File: src/rtl/instr_cache_pkg.sv
// Shared core package: ISA opcodes plus instruction-cache geometry and FSM state.
package instr_cache_pkg;

    // ISA opcode field (top nibble of each 16-bit instruction)
    typedef enum logic [3:0] {
        OP_NOP  = 4'h0,
        OP_LOAD = 4'h1,
        OP_STOR = 4'h2,
        OP_ADD  = 4'h3,
        OP_SUB  = 4'h4,
        OP_JMP  = 4'h8,
        OP_CALL = 4'h9,
        OP_RET  = 4'hA
    } opcode_e;

    // Instruction cache geometry (defaults; the cache module may override)
    localparam int IC_LINES  = 16;
    localparam int IC_WORDS  = 4;
    localparam int IC_AW     = 12;   // program byte address width
    localparam int IC_DW     = 16;   // instruction width
    localparam int IC_WORD_W = $clog2(IC_WORDS);
    localparam int IC_IDX_W  = $clog2(IC_LINES);
    localparam int IC_TAG_W  = IC_AW - 1 - IC_WORD_W - IC_IDX_W;

    typedef enum logic {
        S_IDLE = 1'b0,
        S_FILL = 1'b1
    } ic_state_e;

endpackage

File: src/rtl/instr_cache_data_ram.sv
// Instruction cache data array: one write port, one asynchronous read port.
module icache_data_ram #(
    parameter int LINES  = 16,
    parameter int WORDS  = 4,
    parameter int IDX_W  = 4,
    parameter int WORD_W = 2
) (
    input  logic              clk,
    input  logic              we,
    input  logic [IDX_W-1:0]  widx,
    input  logic [WORD_W-1:0] wword,
    input  logic [15:0]       wdata,
    input  logic [IDX_W-1:0]  ridx,
    input  logic [WORD_W-1:0] rword,
    output logic [15:0]       rdata
);

    logic [15:0] mem_q [LINES][WORDS];

    // Fill data written one word per memory ack; contents are never reset
    always_ff @(posedge clk) begin
        if (we) mem_q[widx][wword] <= wdata;
    end

    assign rdata = mem_q[ridx][rword];

endmodule

File: src/rtl/instr_cache.sv
// Direct-mapped instruction cache with whole-line fill from program memory.
module instr_cache
    import instr_cache_pkg::*;
#(
    parameter int LINES = IC_LINES,
    parameter int WORDS = IC_WORDS
) (
    input  logic        clk,
    input  logic        rst,
    input  logic [11:0] fetch_addr,
    input  logic        fetch_en,
    input  logic        flush,
    output logic [15:0] instruction,
    output logic        instr_valid,
    output logic        stall,
    output logic        mem_req,
    output logic [11:0] mem_addr,
    input  logic        mem_ack,
    input  logic [15:0] mem_rdata
);

    localparam int WW = $clog2(WORDS);
    localparam int IW = $clog2(LINES);
    localparam int TW = IC_AW - 1 - WW - IW;

    ic_state_e         state_q, state_d;
    logic [11:0]       cur_addr_q;
    logic [WW-1:0]     fill_cnt_q, fill_cnt_d;
    logic              flush_pend_q, flush_pend_d;
    logic [LINES-1:0]  valid_q;
    logic [TW-1:0]     tag_q [LINES];

    logic [WW-1:0]     cur_word;
    logic [IW-1:0]     cur_idx;
    logic [TW-1:0]     cur_tag;
    logic              hit, rst_pending;
    logic              ram_we, line_fill, clr_valid;
    logic [15:0]       rd_data;
    logic              unused_bit0;

    assign cur_word    = cur_addr_q[WW:1];
    assign cur_idx     = cur_addr_q[WW+IW:WW+1];
    assign cur_tag     = cur_addr_q[11:WW+IW+1];
    assign unused_bit0 = cur_addr_q[0];

    // Arrays may still hold pre-reset contents while rst is high
    assign rst_pending = rst;
    assign hit         = valid_q[cur_idx] && (tag_q[cur_idx] == cur_tag);
    assign instr_valid = hit && (state_q == S_IDLE) && !rst_pending;
    assign stall       = !instr_valid;
    assign instruction = instr_valid ? rd_data : 16'h0000;

    // Next-state, fill bookkeeping and memory request generation
    always_comb begin
        state_d      = state_q;
        fill_cnt_d   = fill_cnt_q;
        flush_pend_d = flush_pend_q;
        ram_we       = 1'b0;
        line_fill    = 1'b0;
        clr_valid    = 1'b0;
        mem_req      = 1'b0;
        mem_addr     = 12'h000;
        case (state_q)
            S_IDLE: begin
                if (flush) clr_valid = 1'b1;
                if (!hit) begin
                    state_d    = S_FILL;
                    fill_cnt_d = '0;
                end
            end
            S_FILL: begin
                mem_req  = 1'b1;
                mem_addr = {cur_tag, cur_idx, fill_cnt_q, 1'b0};
                if (flush) flush_pend_d = 1'b1;
                if (mem_ack) begin
                    ram_we     = 1'b1;
                    fill_cnt_d = fill_cnt_q + 1'b1;
                    if (fill_cnt_q == WW'(WORDS - 1)) begin
                        state_d      = S_IDLE;
                        fill_cnt_d   = '0;
                        flush_pend_d = 1'b0;
                        // A flush seen during the fill wins: line stays invalid
                        if (flush_pend_q || flush) clr_valid = 1'b1;
                        else                       line_fill = 1'b1;
                    end
                end
            end
            default: state_d = S_IDLE;
        endcase
    end

    // Control state, fetch address and valid bits
    always_ff @(posedge clk) begin
        if (rst) begin
            state_q      <= S_IDLE;
            fill_cnt_q   <= '0;
            flush_pend_q <= 1'b0;
            cur_addr_q   <= 12'h000;
            valid_q      <= '0;
        end else begin
            state_q      <= state_d;
            fill_cnt_q   <= fill_cnt_d;
            flush_pend_q <= flush_pend_d;
            if (fetch_en && !stall) cur_addr_q <= fetch_addr;
            if (clr_valid)      valid_q          <= '0;
            else if (line_fill) valid_q[cur_idx] <= 1'b1;
        end
    end

    // Tag written when a line completes cleanly; not reset
    always_ff @(posedge clk) begin
        if (line_fill) tag_q[cur_idx] <= cur_tag;
    end

    icache_data_ram #(
        .LINES (LINES),
        .WORDS (WORDS),
        .IDX_W (IW),
        .WORD_W(WW)
    ) u_data (
        .clk  (clk),
        .we   (ram_we),
        .widx (cur_idx),
        .wword(fill_cnt_q),
        .wdata(mem_rdata),
        .ridx (cur_idx),
        .rword(cur_word),
        .rdata(rd_data)
    );

endmodule
File: config.mk
export PLATFORM = sky130hd
export DESIGN_NAME = instr_cache
export DESIGN_NICKNAME = d
export VERILOG_FILES = /design/src/rtl/instr_cache_pkg.sv /design/src/rtl/instr_cache_data_ram.sv /design/src/rtl/instr_cache.sv
export SDC_FILE = /design/constraint.sdc
export NUM_CORES = 1
export LEC_CHECK = 0
export ABC_CLOCK_PERIOD_IN_PS = 4300
export CAP_MARGIN = 25
export CORE_ASPECT_RATIO = 1.1
export CORE_UTILIZATION = 55
export CTS_BUF_LIST = sky130_fd_sc_hd__clkbuf_8
export DETAILED_ROUTE_END_ITERATION = 8
export PLACE_DENSITY_LB_ADDON = 0.3
export SETUP_SLACK_MARGIN = 0.4
export SKIP_LAST_GASP = 1
export SYNTH_ARGS = -nofsm -noshare
export SYNTH_HDL_FRONTEND = slang
export SYNTH_SLANG_ARGS = --single-unit
export TNS_END_PERCENT = 30
File: constraint.sdc
create_clock -name clk -period 4.3 [get_ports clk]
set_clock_uncertainty 0.1 [all_clocks]
set_input_delay 0.86 -clock clk [delete_from_list [all_inputs] [get_ports clk]]
set_output_delay 0.86 -clock clk [all_outputs]
set_load 0.01 [all_outputs]
==> results of run 1 <==
## state kept, by name (all words and copies together), names as in the netlist, named ones only
register	cells
cur_addr_q	11
fill_cnt_q	2
u_data.mem_q	1024
valid_q	16
tag_q	80
state_q	1
flush_pend_q	1
## synth_stat cells (all sizes together)
| library cell | instances |
|---|---|
| nand2 | 16 |
| o21a | 16 |
| nand2b | 5 |
| nor4b | 1 |
| ha | 4 |
| nor2b | 34 |
| nor2 | 88 |
| clkbuf | 55 |
| o21ai | 1 |
| a211oi | 2 |
| xor2 | 3 |
| mux2i | 17 |
| xnor2 | 3 |
| a221oi | 2 |
| edfxtp | 1104 |
| and3 | 1 |
| mux2 | 21 |
| nor3 | 2 |
| inv | 3 |
| or3 | 1 |
| a211o | 1 |
| mux4 | 354 |
| a22oi | 1 |
| and2 | 12 |
| o2111ai | 1 |
| o22ai | 4 |
| conb | 1 |
| a21oi | 2 |
| nand3 | 10 |
| o2bb2ai | 1 |
| buf | 45 |
| dfxtp | 35 |
| o31a | 1 |
## final cells by class
class,count,area (µm²),share of cell area [%]
Sequential cell,1139,33900,66.5
Multi-Input combinational cell,605,9730,19.1
Timing Repair Buffer,270,3080,6.05
Clock buffer,164,2260,4.43
Tap cell,1045,1310,2.57
Clock inverter,129,641,1.26
Inverter,3,11.3,0.0221
Antenna cell,3,7.51,0.0147
## critical path: stages (launching register included)
cell and delay [ns]:
dfxtp_4 0.37, buf_12 0.15, buf_12 0.14, buf_8 0.14, buf_6 0.12, mux4_2 0.49
mux4_2 0.58, mux4_2 0.59, nor2b_4 0.17, buf_6 0.12
## report_power, final
| part | internal (mW) | switching, mW | total (mW) | leakage (nW) |
|---|---|---|---|---|
| Clock | 3.71 | 4.01 | 7.72 | 1.70 |
| Combinational | 0.0817 | 0.214 | 0.296 | 3.97 |
| Sequential | 12.2 | 0.00478 | 12.2 | 10.3 |
| Total | 15.9 | 4.23 | 20.2 | 16.0 |
## path summary, 6_finish.rpt
| path | end | slack [ns] | cells past startpoint | from |
|---|---|---|---|---|
| hold / removal | u_data.mem_q[0][53]$_DFFE_PP_ | 0.26 | 1 | mem_rdata[5] |
| setup / recovery | instruction[12] | -0.38 | 9 | register |
| hold reg to reg | valid_q[7]$_SDFFE_PP0P_ | 0.37 | 1 | valid_q[7]$_SDFFE_PP0P_ |
| setup reg to reg | register | 1.17 | 10 | register |
## timing repair
action,4_1_cts,5_1_grt
endpoints found under the setup margin,18,18
gates resized for setup,94,32
gates cloned,9,1
pin swaps,1,0
buffers inserted,31,11
## logic make-up after synthesis
group,Yosys count
other,1
buffers and inverters,103
muxes,392
AOI/OAI and AO/OA,32
DFF,1139
and+or+nand+nor,170
adders and majority gates,4
xor gates and xnor gates,6
## through the flow
step | util [%] | power (mW) | hold WS [ns]
floorplan | - | 12.5 | 0.335
global placement | 59.3 | 12.6 | 0.342
detailed placement | 59.4 | 12.7 | 0.354
CTS | 63.9 | 20.3 | 0.369
global route | 64.5 | 20.8 | 0.209
finish | 64.5 | 20.2 | 0.260
## metal layers
metal,global-route usage [%],vias to the layer above
met5,0,-
met4,9.30,0
met3,6.72,194
met2,41.8,1068
met1,34.3,11082
li1,-,8576
## placed cells by master (no fill, tap or decap), types with 23 or more instances in the layout
cell type and instances:
buf_12 45, buf_2 23, buf_4 128, clkbuf_8 164, clkdlybuf4s50_1 27, clkinv_1 36
dfxtp_1 31, edfxtp_1 1104, inv_1 60, mux4_2 353, nor2_1 56, nor2_2 32
nor2b_1 26
==> metrics, run 1 <==
mux contribution to synthesized area=19.2%; post-route setup slack=-0.376 ns; core area=78900 µm²; main combinational cell family by area after synthesis=multiplexers; CTS sink count=1139; Max Used Layer=met4; # rows=108; YS warnings=0; Detailed Place HPWL=57800 µm; Synth Area in Adders=0.114%; wire length on met3=9310 µm; count of cell types in the netlist=40; Net Count, Synth=1884; Post-Synth XOR/XNOR Area=0.137%; min Tclk post-route=4.68 ns; largest net degree at the start of global routing=65; drt initial violations=2346; Filler cells=5027; Root Buffer=clkbuf_8; Die H=298 µm; Pwr Density=396 nW/µm²; worst setup path category=register to output pin; main area contributors after synthesis=edfxtp_1 76%, mux4_2 18%, dfxtp_1 1.6%; Synth area leader=edfxtp_1; CP endpoint kind=output pin; CTS tree=done; top fanout value on the critical path=7; final wirelength=102000 µm; Fin. Hold Viols=0; Netlist Area Pre-Place=43900 µm²; drt pass-1 iters=8; CTS Buf Count=164; Final Cell Area=50900 µm²; vias=20920; met1 wire length=38700 µm; Clock Latency Late Sink=0.83 ns; Post-Synth Simple-Gate Area=1.84%; Synth top area share=75.6%; placed instance count=2996; vias in the first global route=21600; Total GRT Usage=25.8%; period utilization=109%; post-synthesis register bit count=1139; Initial Util=55.6%; clock-pin slew on the worst setup and hold paths=0.06 ns; Die ar.=80900 µm²; ratio of cells with drive above 1 in the final layout=37.4%; static leakage=16.0 nW; Worst-Margin Slew=1.06 ns; Place WS=0.0812 ns; first-pass GRT wire length=147000 µm; sequential share of the synthesized area=77.2%; Routed wire per std cell=30.5 µm; Max Freq=214 MHz; met2 wire length=51200 µm; worst IR drop on VDD=0.347 mV; outcome=finished, violations left; final setup violation count=18; Final Slew Violations=0; DR vias/cell=6.23; Final ANT Viol Nets=0; Synth Area in Compound Gates=0.550%; dpl cell area=46900 µm²; Setup crit start kind=register; H-tree levels=4; drc violations=0; total grt overflow=0; failing checks=setup timing; worst path required time=3.34 ns; IO Port Bufs=61; maxcap violations=0; total negative setup slack=-5.76 ns; Worst EP arrival=3.72 ns; Slew Limit Headroom=29.1%; final RePlAce weighted congestion=0.803; synth-to-layout area growth=16.0%; Synth Instances=1847; Syn Area/Cell=23.8 µm²; Die W=271 µm; final cell count without fillers=3358; I/O pins=64; Hold Buf Count CTS=0; RSZ-0062 raised after global routing=true; clk buf depth=3; initial antenna violation count=2; worst min-delay path class=input port to register; # nets final=2220
No activity file was read; power rests on OpenSTA's default activity.
==> run 2, diff against run 1 <==
--- a/config.mk
+++ b/config.mk
@@ -5,12 +5,13 @@
 export SDC_FILE = /design/constraint.sdc
 export NUM_CORES = 1
 export LEC_CHECK = 0
-export ABC_CLOCK_PERIOD_IN_PS = 4300
-export CAP_MARGIN = 25
+export ABC_CLOCK_PERIOD_IN_PS = 4900
+export CAP_MARGIN = 20
 export CORE_ASPECT_RATIO = 1.1
 export CORE_UTILIZATION = 55
 export CTS_BUF_LIST = sky130_fd_sc_hd__clkbuf_8
 export DETAILED_ROUTE_END_ITERATION = 8
+export GPL_ROUTABILITY_DRIVEN = 0
 export PLACE_DENSITY_LB_ADDON = 0.3
 export SETUP_SLACK_MARGIN = 0.4
 export SKIP_LAST_GASP = 1
==> constraint.sdc (replaced) <==
create_clock -name clk -period 4.9 [get_ports clk]
set_clock_uncertainty 0.1 [all_clocks]
set_input_delay 0.98 -clock clk [delete_from_list [all_inputs] [get_ports clk]]
set_output_delay 0.98 -clock clk [all_outputs]
set_load 0.01 [all_outputs]
==> run 2 against run 1 <==
Effect of this change: the run now ends clean; global-route usage fell by 0.21 points; first-iteration DRC count shrank 3.8%; utilization down 0.56 points; non-clock buffer count decreased by 42; routed wire length shrank 0.55%; via count is 0.82% lower; cell count down 1.3%; design area fell by 0.87%; clock power shrank 12%; critical path type unchanged; critical endpoint is now instruction[8]; highest routed layer is now met5.
==> metrics, run 2 (synthesized netlist as in run 1, its figures left out) <==
outcome=finished clean (was finished, violations left); top fanout value on the critical path=5 (was 7); Worst EP arrival=3.78 ns (was 3.72 ns); final setup violation count=0 (was 18); clock-pin slew on the worst setup and hold paths=0.06 ns (about the same); Pwr Density=352 nW/µm² (was 396 nW/µm²); Net Sw Power=3.71 mW (was 4.23 mW); CP endpoint=instruction[8] (was instruction[12]); flop-to-flop setup slack=1.58 ns (was 1.17 ns); maxcap violations=0 (unchanged); drc violations=0 (unchanged); drt pass-1 iters=6 (was 8); Initial Util=55.6% (unchanged); static leakage=15.7 nW (was 16.0 nW); vias in the first global route=21394 (was 21600); Worst-Margin Slew=1.08 ns (was 1.06 ns); RSZ-0062 raised after global routing=true (unchanged); CP peak stage delay=0.60 ns (was 0.59 ns); DR vias/cell=6.26 (was 6.23); synth-to-layout area growth=15.0% (was 16.0%); Die H=298 µm (unchanged); Max Freq=206 MHz; CP endpoint kind=output pin (unchanged); CP max-delay cell=mux4_2 (unchanged); crit path cell chain=buf_12 -> buf_12 -> buf_16 -> buf_8 -> buf_6 -> mux4_2 -> mux4_2 -> mux4_2 -> nor2b_4 -> buf_6 (was buf_12 -> buf_12 -> buf_8 -> buf_6 -> mux4_2 -> mux4_2 -> mux4_2 -> nor2b_4 -> buf_6); Die W=271 µm (unchanged); largest net degree at the start of global routing=65 (unchanged); Largest register FFs=1024 (unchanged); final wirelength=102000 µm (about the same); most frequent cells in the layout=1104 x edfxtp_1, 353 x mux4_2, 168 x clkbuf_8 (was 1104 x edfxtp_1, 353 x mux4_2, 164 x clkbuf_8); ratio of cells with drive above 1 in the final layout=36.7% (was 37.4%); Final Slew Violations=0 (unchanged); core area=78900 µm² (unchanged); Clk network pwr share=38.5% (was 38.2%); Detailed Place HPWL=55800 µm (was 57800 µm); period utilization=99.1%; sequential power share=60.1% (was 60.3%); Clock Latency Late Sink=0.82 ns (was 0.83 ns); IO Port Bufs=61 (unchanged); hold wc startpoint=valid_q[13]$_SDFFE_PP0P_ (was mem_rdata[5]); min Tclk post-route=4.86 ns; R2R depth=9 (was 10); # rows=108 (unchanged); vias=20748 (was 20920); Final ANT Viol Nets=0 (unchanged); most common cell after layout, fill and taps aside=edfxtp_1 (unchanged); I/O pins=64 (unchanged); worst path required time=3.82 ns (was 3.34 ns); worst IR drop on VDD=0.249 mV (was 0.347 mV); Hold Buf Count CTS=0 (unchanged); Setup crit start kind=register (unchanged); drt initial violations=2256 (was 2346); Total GRT Usage=25.6% (was 25.8%); CTS sink count=1139 (unchanged); Sw Ratio=20.9% (was 21.0%); total power=17.8 mW (was 20.2 mW); worst min-delay path class=register to register (was input port to register); Int Power=14.1 mW (was 15.9 mW); Final Util=63.9% (was 64.5%); Slew Limit Headroom=27.6% (was 29.1%); first-pass GRT wire length=145000 µm (was 147000 µm); Routed wire per std cell=30.7 µm (was 30.5 µm); initial antenna violation count=2 (unchanged); Crit path top cell by count=mux4_2 (unchanged); Biggest register=u_data.mem_q (unchanged); Die ar.=80900 µm² (unchanged); # nets final=2181 (was 2220); CTS Buf Count=167 (was 164); worst setup path category=register to output pin (unchanged); Fin. Hold Viols=0 (unchanged); clk buf depth=3 (unchanged); total grt overflow=0 (unchanged); Logic pwr share=1.4% (was 1.5%); leading registers by flop count=u_data.mem_q: 1024 flops, tag_q: 80 flops, valid_q: 16 flops (unchanged); Root Buffer=clkbuf_8 (unchanged); CTS tree=done (unchanged); H-tree levels=4 (unchanged)
[run 2: changes by cell type in the layout (fill, tap and decap cells not counted), moves of 2 or more]
cell,previous run,this run
buf_6,16,12
buf_4,128,103
buf_16,14,11
clkbuf_2,4,2
buf_2,23,25
inv_1,60,53
buf_12,45,40
nor2b_2,1,5
clkbuf_8,164,168
clkinvlp_4,4,6
inv_8,4,2
nor2b_1,26,22
buf_8,7,3
[run 2: critical path: cells and delay by family (launching register included)]
kind          cells  cell delay [ns]
simple gates      1             0.16
buf+inv           6             0.73
mux               3             1.64
flops             1             0.41
[run 2: layout make-up]
cell class / instances / area (µm²)
Sequential cell: 1139 / 33900
Fill cell: 5104 / 28500
Multi-Input combinational cell: 605 / 9750
Timing Repair Buffer: 228 / 2590
Clock buffer: 168 / 2310
Tap cell: 1045 / 1310
Clock inverter: 122 / 616
Inverter: 3 / 11.3
Antenna cell: 3 / 7.51
[run 2: worst min-delay path by stage]
stage                                     endpoint  slack [ns]  depth (start not counted)
finish                    valid_q[13]$_SDFFE_PP0P_        0.37                          1
global route        u_data.mem_q[10][29]$_DFFE_PP_        0.35                          1
CTS                       valid_q[13]$_SDFFE_PP0P_        0.37                          1
detailed placement        valid_q[13]$_SDFFE_PP0P_        0.35                          1
global placement           valid_q[7]$_SDFFE_PP0P_        0.34                          1
floorplan                 valid_q[12]$_SDFFE_PP0P_        0.34                          1
[run 2: per-layer routing]
metal / routed length (µm) / part of all wire, % / track usage [%]
met1: 38500 / 38 / 34.3
met2: 51100 / 50 / 41.9
met3: 9180 / 9.0 / 6.38
met4: 3000 / 2.9 / 8.11
met5: 27 / 0.027 / 0
[run 2: metrics by stage]
stage	worst slack [ns]	hold WS (ns)	TNS [ns]	area, µm²	std cells
final	0.0422	0.367	0	50500	3313
after CTS	-0.0253	0.368	-0.124	50000	3288
after global routing	-0.0511	0.349	-0.283	50500	3311
after detailed placement	0.193	0.354	0	46400	2962
after floorplan	0.916	0.335	0	43900	1847
after global placement	0.200	0.342	0	46400	2962
[run 2: timing repair]
item / 4_1_cts / 5_1_grt
setup buffers: 30 / 4
endpoints found under the hold margin: 0 / 0
pin swaps: 2 / 3
setup endpoints to repair: 18 / 18
cloned: 6 / 3
resized for setup: 110 / 28
[run 2: power by group through the flow]
stage                     registers (mW)  logic, mW  clock network [mW]
after CTS                           10.7      0.222                6.95
final                               10.7      0.254                6.83
after global placement              10.9      0.204                   0
after global routing                10.7      0.268                7.35
after floorplan                     10.9     0.0429                   0
after detailed placement            10.9      0.221                   0
